[src/rtl/td4_run_ctrl.sv]
// ---------------------------------------------------------------------------
// td4_run_ctrl
//
// Run-control unit for the TD4 CPU core. Gates the core clock enable to give
// free-run, single-step, address-breakpoint and cycle-limit halting, and
// counts the cycles in which the core was enabled.
//
// Parameters
//   ADDR_W      width of the program address used for breakpoints
//   CNT_W       width of the executed-cycle counter
//   MAX_CYCLES  cycle limit (0 = unlimited), must fit in CNT_W bits
//
// Ports
//   CLK       in   clock, rising edge
//   RST       in   asynchronous reset, active-high
//   RUN       in   level, requests free-running execution
//   STEP      in   one-cycle pulse, requests one instruction
//   HALT_REQ  in   level, forces a stop to IDLE while high
//   BRK_EN    in   breakpoint enable
//   BRK_ADDR  in   breakpoint address
//   PC        in   core program address (td4 MEM_ADDR)
//   CPU_CE    out  clock enable to the core (combinational)
//   CPU_RST   out  reset to the core
//   CYCLES    out  number of cycles with CPU_CE=1 since reset (saturating)
//   STATE     out  IDLE=0, RUN=1, STEP=2, BREAK=3, DONE=4
//   DONE      out  high in the DONE state
// ---------------------------------------------------------------------------
module td4_run_ctrl #(
    parameter int ADDR_W     = 4,
    parameter int CNT_W      = 8,
    parameter int MAX_CYCLES = 200
) (
    input  logic              CLK,
    input  logic              RST,
    input  logic              RUN,
    input  logic              STEP,
    input  logic              HALT_REQ,
    input  logic              BRK_EN,
    input  logic [ADDR_W-1:0] BRK_ADDR,
    input  logic [ADDR_W-1:0] PC,
    output logic              CPU_CE,
    output logic              CPU_RST,
    output logic [CNT_W-1:0]  CYCLES,
    output logic [2:0]        STATE,
    output logic              DONE
);

    localparam logic [2:0] S_IDLE  = 3'd0;
    localparam logic [2:0] S_RUN   = 3'd1;
    localparam logic [2:0] S_STEP  = 3'd2;
    localparam logic [2:0] S_BREAK = 3'd3;
    localparam logic [2:0] S_DONE  = 3'd4;

    localparam logic [CNT_W-1:0] LIMIT    = CNT_W'(MAX_CYCLES);
    localparam bit               LIMIT_ON = (MAX_CYCLES != 0);
    localparam logic [CNT_W-1:0] CNT_MAX  = '1;

    logic [2:0]       state;
    logic [2:0]       state_next;
    logic [CNT_W-1:0] cycles;
    logic             resume;
    logic             cpu_rst;
    logic             cpu_ce;
    logic             limit_hit;
    logic             brk_hit;
    logic             step_reaches_limit;

    // The resume flag masks the breakpoint for the first RUN cycle so that
    // restarting while sitting on BRK_ADDR executes that instruction once.
    assign limit_hit = LIMIT_ON && (cycles == LIMIT);
    assign brk_hit   = BRK_EN && (PC == BRK_ADDR) && !resume;

    // A step that performs the last permitted cycle goes straight to DONE
    // instead of passing back through IDLE.
    assign step_reaches_limit = LIMIT_ON && cpu_ce && ((cycles + CNT_W'(1)) == LIMIT);

    // Core clock enable: only RUN and STEP ever let the core advance, and a
    // breakpoint drops it in the very cycle PC reaches BRK_ADDR.
    always_comb begin
        cpu_ce = 1'b0;
        if (!cpu_rst) begin
            case (state)
                S_RUN:   cpu_ce = !limit_hit && !HALT_REQ && !brk_hit;
                S_STEP:  cpu_ce = !limit_hit;
                default: cpu_ce = 1'b0;
            endcase
        end
    end

    // Next-state logic; the if/else order in each state encodes the event
    // priority limit > halt > breakpoint > RUN release.
    always_comb begin
        state_next = state;
        case (state)
            S_IDLE: begin
                if (limit_hit)
                    state_next = S_DONE;
                else if (RUN && !HALT_REQ)
                    state_next = S_RUN;
                else if (STEP && !HALT_REQ)
                    state_next = S_STEP;
            end
            S_RUN: begin
                if (limit_hit)
                    state_next = S_DONE;
                else if (HALT_REQ)
                    state_next = S_IDLE;
                else if (brk_hit)
                    state_next = S_BREAK;
                else if (!RUN)
                    state_next = S_IDLE;
            end
            S_STEP: begin
                if (limit_hit || step_reaches_limit)
                    state_next = S_DONE;
                else
                    state_next = S_IDLE;
            end
            S_BREAK: begin
                if (limit_hit)
                    state_next = S_DONE;
                else if (HALT_REQ)
                    state_next = S_IDLE;
                else if (STEP)
                    state_next = S_STEP;
                else if (!RUN)
                    state_next = S_IDLE;
            end
            S_DONE:  state_next = S_DONE;
            default: state_next = S_IDLE;
        endcase
    end

    // State, saturating cycle counter, resume flag and the core reset, which
    // is held until the first clock edge after RST is released.
    always_ff @(posedge CLK or posedge RST) begin
        if (RST) begin
            state   <= S_IDLE;
            cycles  <= '0;
            resume  <= 1'b0;
            cpu_rst <= 1'b1;
        end else begin
            cpu_rst <= 1'b0;
            state   <= state_next;
            if (cpu_ce && (cycles != CNT_MAX))
                cycles <= cycles + CNT_W'(1);
            if (state == S_RUN)
                resume <= 1'b0;
            else if ((state == S_IDLE) && (state_next == S_RUN))
                resume <= 1'b1;
        end
    end

    assign CPU_CE  = cpu_ce;
    assign CPU_RST = cpu_rst;
    assign CYCLES  = cycles;
    assign STATE   = state;
    assign DONE    = (state == S_DONE);

endmodule

[config.mk]
export PLATFORM = sky130hd
export DESIGN_NAME = td4_run_ctrl
export DESIGN_NICKNAME = d
export VERILOG_FILES = /design/src/rtl/td4_run_ctrl.sv
export SDC_FILE = /design/constraint.sdc
export NUM_CORES = 1
export LEC_CHECK = 0
export ABC_CLOCK_PERIOD_IN_PS = 2350
export BUFFER_PORTS_ARGS = -buffer_cell sky130_fd_sc_hd__buf_2
export CORE_ASPECT_RATIO = 0.75
export CORE_MARGIN = 2
export CORE_UTILIZATION = 49
export CTS_CLUSTER_SIZE = 25
export DETAILED_ROUTE_END_ITERATION = 10
export PLACE_DENSITY = 0.75
export SYNTH_ARGS = -nofsm -noshare
export SYNTH_HDL_FRONTEND = slang
export SYNTH_SLANG_ARGS = --single-unit
[constraint.sdc]
create_clock -name CLK -period 2.35 [get_ports CLK]
set_clock_uncertainty 0.2 [all_clocks]
set_input_delay 0.235 -clock CLK [delete_from_list [all_inputs] [get_ports CLK]]
set_output_delay 0.235 -clock CLK [all_outputs]
set_load 0.01 [all_outputs]
==> impl_results.md, run 1 <==
* Full die area at 2180 µm²
* Post-synth EDFFs at 0
* Simple-gate portion of the synthesized area at 26.8%
* CP arrival at 1.70 ns
* Syn Area/Cell at 9.61 µm²
* Detailed Routing Iterations Pass 1 at 4
* Switch share at 38.4%
* Internal at 480 µW
* Max-Cap Viols at 0
* CTS clock-pin slew for the worst setup and hold paths at 0.08 ns
* Fillers at 149
* Final Cycle Share at 91.0%
* GPL Wtd Cong at 0.760
* Flop2flop setup slack at 0.22 ns
* Final hold viol count at 0
* Clk network pwr share at 17.7%
* Required time of the critical path at 1.91 ns
* Status: completed
* Family with the most delay on the worst path: flip-flops
* Leakage power at 0.000546 µW
* FF-to-FF path depth at 8
* Initial antenna violation count at 0
* Slowest cell on crit path: dfrtp_1
* Synth top area cells: dfrtp_1 (34%), mux2_4 (5.0%), xnor2_1 (4.9%)
* Largest family of logic cells by synthesized area: simple AND/OR/NAND/NOR gates
* Fin Setup TNS at 0 ns
* Final setup viols at 0
* Met2 Usage GRT at 30.2%
* Routed wire length at 1960 µm
* CTS Buffer Depth at 2
* CP max stage delay at 0.46 ns
* Chip Width at 53.3 µm
* Clock Latency Late Sink at 0.27 ns
* Reg2reg end: CYCLES[7]
* Sw Pwr at 298 µW
* Ys Warns at 0
* Register share of total power at 45.8%
* Cts repair resizes at 0
* Pwr Density at 707 nW/µm²
* Synth area leader: dfrtp_1
* Hold Startpoint: STEP
* Via density at 5.22
* Met3 Resource Use GR at 6.57%
* Startpoint types: flop
* Top-count cell post-synth: dfrtp_1
* Vias in the first global route at 656
* Setup CP Type: flop to output pin
* Area of the core at 1720 µm²
* Cell depth of the worst setup path at 7
* Min-Delay Endpoint: STATE[0]
* Peak Freq at 468 MHz
* Peak VDD IR at 0.000703 V
* Seq cells post-synth at 13
* Sequence of cells on the critical path: inv_1 -> ha_1 -> nand4b_1 -> o21a_1 -> o211ai_4 -> inv_1 -> buf_2
* Syn_nets at 110
* Critical Path End Type: output pin
* Compound-gate portion of the synthesized area at 13.4%
* WHS Path Cells at 3
* Yosys top cell area share at 33.6%
* Vias at 772
* Unrepaired setup endpoints after global routing: no
* Cells after Synth at 93
* Fin nets at 144
* Row Count at 13
* Most numerous cell on the critical path: inv_1
* Global router's overall resource usage at 19.9%
* ANT nets after route at 0
* CTS Buf Count at 3
* Post-synthesis xor/xnor area fraction at 8.82%
* Synth top cells by count: dfrtp_1 (12), inv_1 (6), nor3_1 (6)
* Worst Hold Class: primary input to flop
* Area grow syn2layout at 23.1%
* Avg WL per Cell at 13.2 µm
* CTS Sinks at 13
* Worst hold slack at 0.0642 ns
* Distinct cells, synth at 38
* Drt initial violations at 8
* Critical-path maximum fanout at 7
* Buf+Inv Stages, Crit Path at 3
* Met1 usage at 27.7%
* Synth Flop Type: dfrtp_1
* Maximum number of pins on one net before global-route repair at 14
* Register Area at 327 µm²
* Initial Util at 51.8%
* Die H at 41.0 µm
* Post-detail-place hpwl at 1510 µm
* Multi-input combinational cell area at 544 µm²
* Mapped cell area at 893 µm²
* Tmin final at 2.14 ns
* Ant diodes at 0
* CTS tree: yes
* Final instance area at 1100 µm²
* Sequential share of the synthesized area at 36.6%
* Final slew viol count at 0
* First-pass GRT wire length at 2970 µm
* DR DRC count at 0
* IO Pins at 28
* GRT busiest layer: met2
* Mux cell area share after synthesis at 7.28%
* Share of cells above drive strength 1 at 35.7%
* GRT overflow at 0
* Reg-to-Reg Start: CYCLES[0]
* Placed Instance Area at 1060 µm²
* Synth Area in Adders at 4.20%
* Synth async-reset ratio at 100%
* H-tree Lvls at 1
* Root Buffer: clkbuf_4
* Combinational share of power at 36.5%
* Port-buffer cells at 27
[cells by family (layout without fill, tap and decap cells)]
group / count (synthesis) / count (layout)
simple gates: 40 / 40
xor+xnor: 9 / 9
buf+inv: 6 / 39
mux: 5 / 5
compound gates: 16 / 16
fa+ha+maj: 3 / 3
other cells: 1 / 1
flops: 13 / 13
[registers in the layout, indices dropped and copies added, names as in the netlist]
signal and flops:
CYCLES 8, STATE 3, CPU_RST 1, resume 1
[final cells by class]
type / count / area share (%)
multi-input cells: 74 / 49.5
flip-flops and latches: 13 / 29.7
repair buffers: 29 / 13.9
well taps: 22 / 2.50
clock buffers: 4 / 2.39
inverters: 6 / 2.05
[cell usage in the layout (no fill, tap or decap), types with 2 or more instances in the layout]
cell	Yosys	final
buf_2	0	27
dfrtp_1	12	12
inv_1	6	6
nor3_1	6	6
nand2_1	5	5
nor2_1	5	5
xnor2_1	5	5
o21ai_0	5	5
nand3_1	4	4
xor2_1	4	4
nand2b_1	3	3
mux2_4	3	3
ha_1	3	3
clkbuf_4	0	3
a31oi_1	2	2
nor2_2	2	2
and3_1	2	2
a21oi_1	2	2
or2_2	2	2
mux2i_1	2	2
[worst min-delay path: cells and delay by family]
kind | cells | cell delay (ns)
AND/OR/NAND/NOR | 1 | 0.10
buffers and inverters | 1 | 0.09
AO/OA/AOI/OAI | 1 | 0.08
[per-layer routing]
metal  vias to the layer above  part of all wire [%]
li1                        392                     -
met1                       360                    49
met2                        18                    46
met3                         2                   3.6
met4                         0                  0.61
met5                         -                     0
[power groups by stage]
stage	clock [µW]	combinational (µW)	sequential [µW]
after floorplan	0	167	364
after global placement	0	280	351
after detailed placement	0	283	358
after CTS	143	285	354
after global routing	156	315	365
final	138	284	356
[what timing repair did]
item / CTS / global route
endpoints found under the hold margin: 12 / 0
endpoints found under the setup margin: 0 / 1
hold buffers: 1 / 0
setup buffers: 0 / 1
[through the flow]
stage                     std cells  worst slack [ns]  util [%]  total power (µW)
after floorplan                  93             0.381         -               531
after global placement          142             0.347      61.2               632
after detailed placement        142             0.297      61.2               641
after CTS                       147            0.0333      63.4               782
after global routing            148            0.0948      63.8               837
final                           148             0.211      63.8               778
[how the worst max path moves through the flow]
stage | startpoint | slack (ns) | end
6_report | CYCLES[0] | 0.21 | CPU_CE
5_1_grt | CYCLES[0] | 0.09 | CPU_CE
4_1_cts | STATE[1] | 0.03 | CPU_CE
3_5_place_dp | STATE[1] | 0.30 | CYCLES[7]
3_3_place_gp | STATE[1] | 0.35 | CYCLES[6]
2_1_floorplan | STATE[1] | 0.38 | CYCLES[6]
Note: power is estimated with default switching activity, not from simulation.
==> inputs of run 2 (changes only) <==
--- a/config.mk
+++ b/config.mk
@@ -13,6 +13,7 @@
 export CTS_CLUSTER_SIZE = 25
 export DETAILED_ROUTE_END_ITERATION = 10
 export PLACE_DENSITY = 0.75
+export SETUP_SLACK_MARGIN = 0.4
 export SYNTH_ARGS = -nofsm -noshare
 export SYNTH_HDL_FRONTEND = slang
 export SYNTH_SLANG_ARGS = --single-unit
==> run 2 against run 1 <==
Maximum frequency rose by 5.5%; register-to-register slack improved by 0.15 ns; total power rose by 20%; sequential cell count unchanged; die area unchanged; combinational power up 71%; sequential share of layout area down 3.3 points; highest routed layer unchanged; first-iteration DRC count up 100%; critical endpoint unchanged.
==> impl_results.md, run 2 (same netlist as run 1, synthesis figures left out) <==
* Status: completed (unchanged)
* Critical-path maximum fanout at 3 (was 7)
* Area of the core at 1720 µm² (unchanged)
* ANT nets after route at 0 (unchanged)
* Placed Instance Area at 1060 µm² (about the same)
* Vias at 862 (was 772)
* Fillers at 136 (was 149)
* Clock Latency Late Sink at 0.28 ns (was 0.27 ns)
* Initial antenna violation count at 0 (unchanged)
* GRT overflow at 0 (unchanged)
* Root Buffer: clkbuf_4 (unchanged)
* Chip Width at 53.3 µm (unchanged)
* Drt initial violations at 16 (was 8)
* DR DRC count at 0 (unchanged)
* Detailed Routing Iterations Pass 1 at 4 (unchanged)
* Area grow syn2layout at 40.8% (was 23.1%)
* Share of cells above drive strength 1 at 51.8% (was 35.7%)
* Flop2flop setup slack at 0.37 ns (was 0.22 ns)
* Final instance area at 1260 µm² (was 1100 µm²)
* CTS Sinks at 13 (unchanged)
* Peak VDD IR at 0.000739 V (was 0.000703 V)
* Critical Path End Type: output pin (unchanged)
* Ant diodes at 0 (unchanged)
* Post-detail-place hpwl at 1480 µm (was 1510 µm)
* Met2 Usage GRT at 36.4% (was 30.2%)
* Global router's overall resource usage at 24.6% (was 19.9%)
* Initial Util at 51.8% (unchanged)
* Unrepaired setup endpoints after global routing: yes (was no)
* GPL Wtd Cong at 0.764 (was 0.760)
* Setup CP Type: flop to output pin (unchanged)
* CTS tree: yes (unchanged)
* IO Pins at 28 (unchanged)
* CTS Buffer Depth at 2 (unchanged)
* Vias in the first global route at 748 (was 656)
* Required time of the critical path at 1.91 ns (about the same)
* GRT busiest layer: met2 (unchanged)
* Final Cycle Share at 86.2% (was 91.0%)
* Worst Hold Class: primary input to flop (unchanged)
* CTS Buf Count at 3 (unchanged)
* Met3 Resource Use GR at 7.66% (was 6.57%)
* Max-Cap Viols at 0 (unchanged)
* Final setup viols at 0 (unchanged)
* Leakage power at 0.000622 µW (was 0.000546 µW)
* Die H at 41.0 µm (unchanged)
* Met1 usage at 34.6% (was 27.7%)
* Largest register FFs at 8 (unchanged)
* H-tree Lvls at 1 (unchanged)
* Maximum number of pins on one net before global-route repair at 14 (unchanged)
* Startpoint types: flop (unchanged)
* Final hold viol count at 0 (unchanged)
* Worst rel slew slack at 66.5%
* Worst hold slack at 0.0468 ns (was 0.0642 ns)
* Final design utilization at 72.9% (was 63.8%)
* Worst-Margin Slew at 0.503 ns
* Tmin final at 2.03 ns (was 2.14 ns)
* Row Count at 13 (unchanged)
* Via density at 5.29 (was 5.22)
* Most frequent cells in the layout: buf_2 (26), buf_4 (16), dfrtp_1 (8) (was buf_2 (27), dfrtp_1 (12), inv_1 (6), nor3_1 (6))
* Fin nets at 159 (was 144)
* Commonest non-fill, non-tap cell in the layout: buf_2 (unchanged)
* Peak Freq at 493 MHz (was 468 MHz)
* CTS clock-pin slew for the worst setup and hold paths at 0.08 ns (about the same)
* Full die area at 2180 µm² (unchanged)
* Routed wire length at 2350 µm (was 1960 µm)
* CP arrival at 1.59 ns (was 1.70 ns)
* Fin Setup TNS at 0 ns (unchanged)
* Port-buffer cells at 27 (unchanged)
* First-pass GRT wire length at 3640 µm (was 2970 µm)
* Final slew viol count at 0 (unchanged)
* Avg WL per Cell at 14.4 µm (was 13.2 µm)
* Pwr Density at 745 nW/µm² (was 707 nW/µm²)
-- run 2: changes by cell type in the layout (fill, tap and decap cells not counted), sizes merged --
cell and change:
buf +15
-- run 2: layout make-up --
type,instances,area [µm²],area share (%)
clock buffer,4,26.3,2.09
timing repair buffer,44,272,21.6
inverter,6,22.5,1.79
multi-input combinational,74,578,46.0
sequential,13,332,26.4
tap,22,27.5,2.19
-- run 2: where the power goes --
group | total [µW] | internal [µW] | switching (µW) | leakage (µW)
registers | 308 | 277 | 31.8 | 0.000161
logic | 487 | 246 | 241 | 0.000446
clock network | 142 | 65.9 | 76.0 | 0.0000150
-- run 2: worst max-delay path, cell delays in order (launching register included) --
cell	delay, ns
dfrtp_1	0.39
nand2b_4	0.14
or3_4	0.39
o211ai_4	0.22
inv_2	0.05
buf_6	0.12
-- run 2: worst paths after layout --
kind | from | endpoint | depth (start not counted)
min reg2reg | CYCLES[3] | CYCLES[3] | 2
max reg2reg | resume | CYCLES[7] | 6
min in group asynchronous | RST | STATE[2] | 3
max in group asynchronous | RST | CYCLES[0] | 3
max | resume | CPU_CE | 5
min | HALT_REQ | STATE[1] | 3
-- run 2: stage by stage --
step | setup slack [ns] | power [µW] | std cells
6_report | 0.323 | 937 | 163
5_1_grt | 0.265 | 1000 | 163
4_1_cts | 0.332 | 900 | 161
3_5_place_dp | 0.343 | 642 | 142
3_3_place_gp | 0.368 | 634 | 142
2_1_floorplan | 0.431 | 534 | 93
-- run 2: layer usage --
layer  up-vias  share of wire (%)
li1        422                  -
met1       413                 49
met2        23                 45
met3         4                5.2
met4         0                1.3
met5         -                  0
-- run 2: what timing repair did --
item	4_1_cts	5_1_grt
pin swaps	3	2
setup buffers	14	2
endpoints found under the setup margin	7	9
gates cloned	0	0
gates resized for setup	9	5
endpoints found under the hold margin	12	0
hold buffers	1	0
==> inputs of run 3 (changes only) <==
--- a/config.mk
+++ b/config.mk
@@ -5,7 +5,7 @@
 export SDC_FILE = /design/constraint.sdc
 export NUM_CORES = 1
 export LEC_CHECK = 0
-export ABC_CLOCK_PERIOD_IN_PS = 2350
+export ABC_CLOCK_PERIOD_IN_PS = 1960
 export BUFFER_PORTS_ARGS = -buffer_cell sky130_fd_sc_hd__buf_2
 export CORE_ASPECT_RATIO = 0.75
 export CORE_MARGIN = 2
==> constraint.sdc (replaced) <==
create_clock -name CLK -period 1.96 [get_ports CLK]
set_clock_uncertainty 0.2 [all_clocks]
set_input_delay 0.196 -clock CLK [delete_from_list [all_inputs] [get_ports CLK]]
set_output_delay 0.196 -clock CLK [all_outputs]
set_load 0.01 [all_outputs]
==> run 3 against run 2 <==
The flow now finishes with violations (hold timing, setup timing); sequential share of layout area fell by 2.1 points; non-clock buffer count up 5; first-iteration DRC count rose by 94%; final cell count rose by 3.1%; via count is 11% higher; design area is 10% higher; sequential cell count unchanged; critical endpoint unchanged; largest power group unchanged; highest routed layer unchanged.
==> impl_results.md, run 3 (same netlist as run 1, synthesis figures left out) <==
* Status: complete, but fails checks (was completed)
* Failing checks: hold timing, setup timing
* Worst rel slew slack at 65.8% (was 66.5%)
* Root Buffer: clkbuf_4 (unchanged)
* Worst Hold Class: primary input to flop (unchanged)
* Detailed Routing Iterations Pass 1 at 5 (was 4)
* Peak Freq at 493 MHz
* Final setup viols at 4 (was 0)
* Vias at 960 (was 862)
* Setup CP Type: flop to output pin (unchanged)
* Area grow syn2layout at 54.9% (was 40.8%)
* Maximum number of pins on one net before global-route repair at 14 (unchanged)
* Worst slack at placement at -0.0275 ns (was 0.343 ns)
* Clock Latency Late Sink at 0.29 ns (was 0.28 ns)
* Final hold viol count at 1 (was 0)
* Unrepaired setup endpoints after global routing: yes (unchanged)
* Required time of the critical path at 1.56 ns (was 1.91 ns)
* Startpoint types: flop (unchanged)
* First-pass GRT wire length at 3590 µm (was 3640 µm)
* Critical Path End Type: output pin (unchanged)
* Max-Cap Viols at 0 (unchanged)
* CTS Buffer Depth at 2 (unchanged)
* CTS Buf Count at 3 (unchanged)
* CTS clock-pin slew for the worst setup and hold paths at 0.08 ns (about the same)
* Critical-path maximum fanout at 3 (unchanged)
* GRT overflow at 0 (unchanged)
* Drt initial violations at 31 (was 16)
* Final setup margin at -0.0694 ns (was 0.323 ns)
* Routed wire length at 2730 µm (was 2350 µm)
* Leakage power at 0.000659 µW (was 0.000622 µW)
* Row Count at 13 (unchanged)
* H-tree Lvls at 1 (unchanged)
* Largest register FFs at 8 (unchanged)
* CTS Sinks at 13 (unchanged)
* CTS tree: yes (unchanged)
* Family with the most delay on the worst path: flip-flops (was simple AND/OR/NAND/NOR gates)
* Die H at 41.0 µm (unchanged)
* Vias in the first global route at 790 (was 748)
* GPL Wtd Cong at 0.783 (was 0.764)
* Full die area at 2180 µm² (unchanged)
* Final slew viol count at 0 (unchanged)
* IO Pins at 28 (unchanged)
* Buf+Inv Stages, Crit Path at 2 (unchanged)
* Most frequent cells in the layout: buf_2 (26), buf_4 (18), dfrtp_2 (7) (was buf_2 (26), buf_4 (16), dfrtp_1 (8))
* DP Cell Count at 154 (was 142)
* Peak VDD IR at 0.000941 V (was 0.000739 V)
* Sequence of cells on the critical path: or3b_4 -> o21a_1 -> o211ai_4 -> inv_1 -> buf_2 (was nand2b_4 -> or3_4 -> o211ai_4 -> inv_2 -> buf_6)
* Port-buffer cells at 27 (unchanged)
* CP max stage delay at 0.41 ns (was 0.39 ns)
* Ant diodes at 0 (unchanged)
* Final instance area at 1380 µm² (was 1260 µm²)
* Slowest cell on crit path: dfrtp_2 (was dfrtp_1)
* Chip Width at 53.3 µm (unchanged)
* Final std cells w/o fill at 168 (was 163)
* CP arrival at 1.63 ns (was 1.59 ns)
* Post-detail-place hpwl at 1700 µm (was 1480 µm)
* Worst hold slack at -0.00617 ns (was 0.0468 ns)
* Final Cycle Share at 104%
* Tmin final at 2.03 ns
* Initial antenna violation count at 0 (unchanged)
* Pwr Density at 904 nW/µm² (was 745 nW/µm²)
* DR DRC count at 0 (unchanged)
* Commonest non-fill, non-tap cell in the layout: buf_2 (unchanged)
* Initial Util at 51.8% (unchanged)
* Share of cells above drive strength 1 at 62.3% (was 51.8%)
* Global router's overall resource usage at 24.4% (was 24.6%)
* Final design utilization at 80.3% (was 72.9%)
* ANT nets after route at 0 (unchanged)
* Placed Instance Area at 1170 µm² (was 1060 µm²)
* Via density at 5.71 (was 5.29)
* Avg WL per Cell at 16.3 µm (was 14.4 µm)
* Worst-Margin Slew at 0.513 ns (was 0.503 ns)
* Area of the core at 1720 µm² (unchanged)
* Fin nets at 164 (was 159)
==> run 3: cell count changes in the layout (fill, tap and decap cells not counted), moves of 2 or more <==
cell	before	now
inv_4	0	2
inv_1	4	2
dfrtp_1	8	5
nor2_1	5	3
buf_6	1	4
dfrtp_2	4	7
buf_4	16	18
nor3_1	5	3
==> run 3: layout make-up <==
| class | instances | area (µm²) |
|---|---|---|
| Multi-Input combinational cell | 74 | 647 |
| Fill cell | 125 | 340 |
| Sequential cell | 13 | 335 |
| Timing Repair Buffer | 49 | 320 |
| Inverter | 6 | 27.5 |
| Tap cell | 22 | 27.5 |
| Clock buffer | 4 | 26.3 |
==> run 3: through the flow <==
step / TNS (ns) / total power (µW)
after global placement: 0 / 871
after global routing: -0.346 / 1330
final: -0.142 / 1250
after detailed placement: -0.0580 / 888
after floorplan: 0 / 656
after CTS: -0.0396 / 1180
==> run 3: repair_timing <==
item,4_1_cts,5_1_grt
setup endpoints to repair,14,14
gates resized for setup,21,9
cloned,0,0
pin swaps,8,7
endpoints found under the hold margin,12,0
hold buffers,1,0
buffers inserted,7,2
==> run 3: tightest hold or removal path, cell delays in order <==
cell	delay, ns
buf_2	0.09
nand3b_1	0.09
a21boi_0	0.07
==> run 3: final timing paths <==
kind                                start        end  slack (ns)  depth (start not counted)
worst max-delay path            CYCLES[2]     CPU_CE       -0.07                          5
worst min-delay path                 STEP   STATE[0]      -0.006                          3
worst max register to register   STATE[0]  CYCLES[7]       -0.04                          6
worst min register to register  CYCLES[4]  CYCLES[4]        0.37                          2
max in group asynchronous             RST  CYCLES[4]        0.91                          3
min in group asynchronous             RST     resume        0.28                          3
==> run 3: report_power, final <==
group | internal, µW | switching, µW
Clock | 79.2 | 96.2
Sequential | 337 | 42.0
Combinational | 350 | 348
==> run 3: per-layer routing <==
layer,global-route usage [%],part of all wire [%]
met3,7.66,8.0
met5,0,0
met1,31.1,40
met4,3.85,2.9
met2,41.7,49
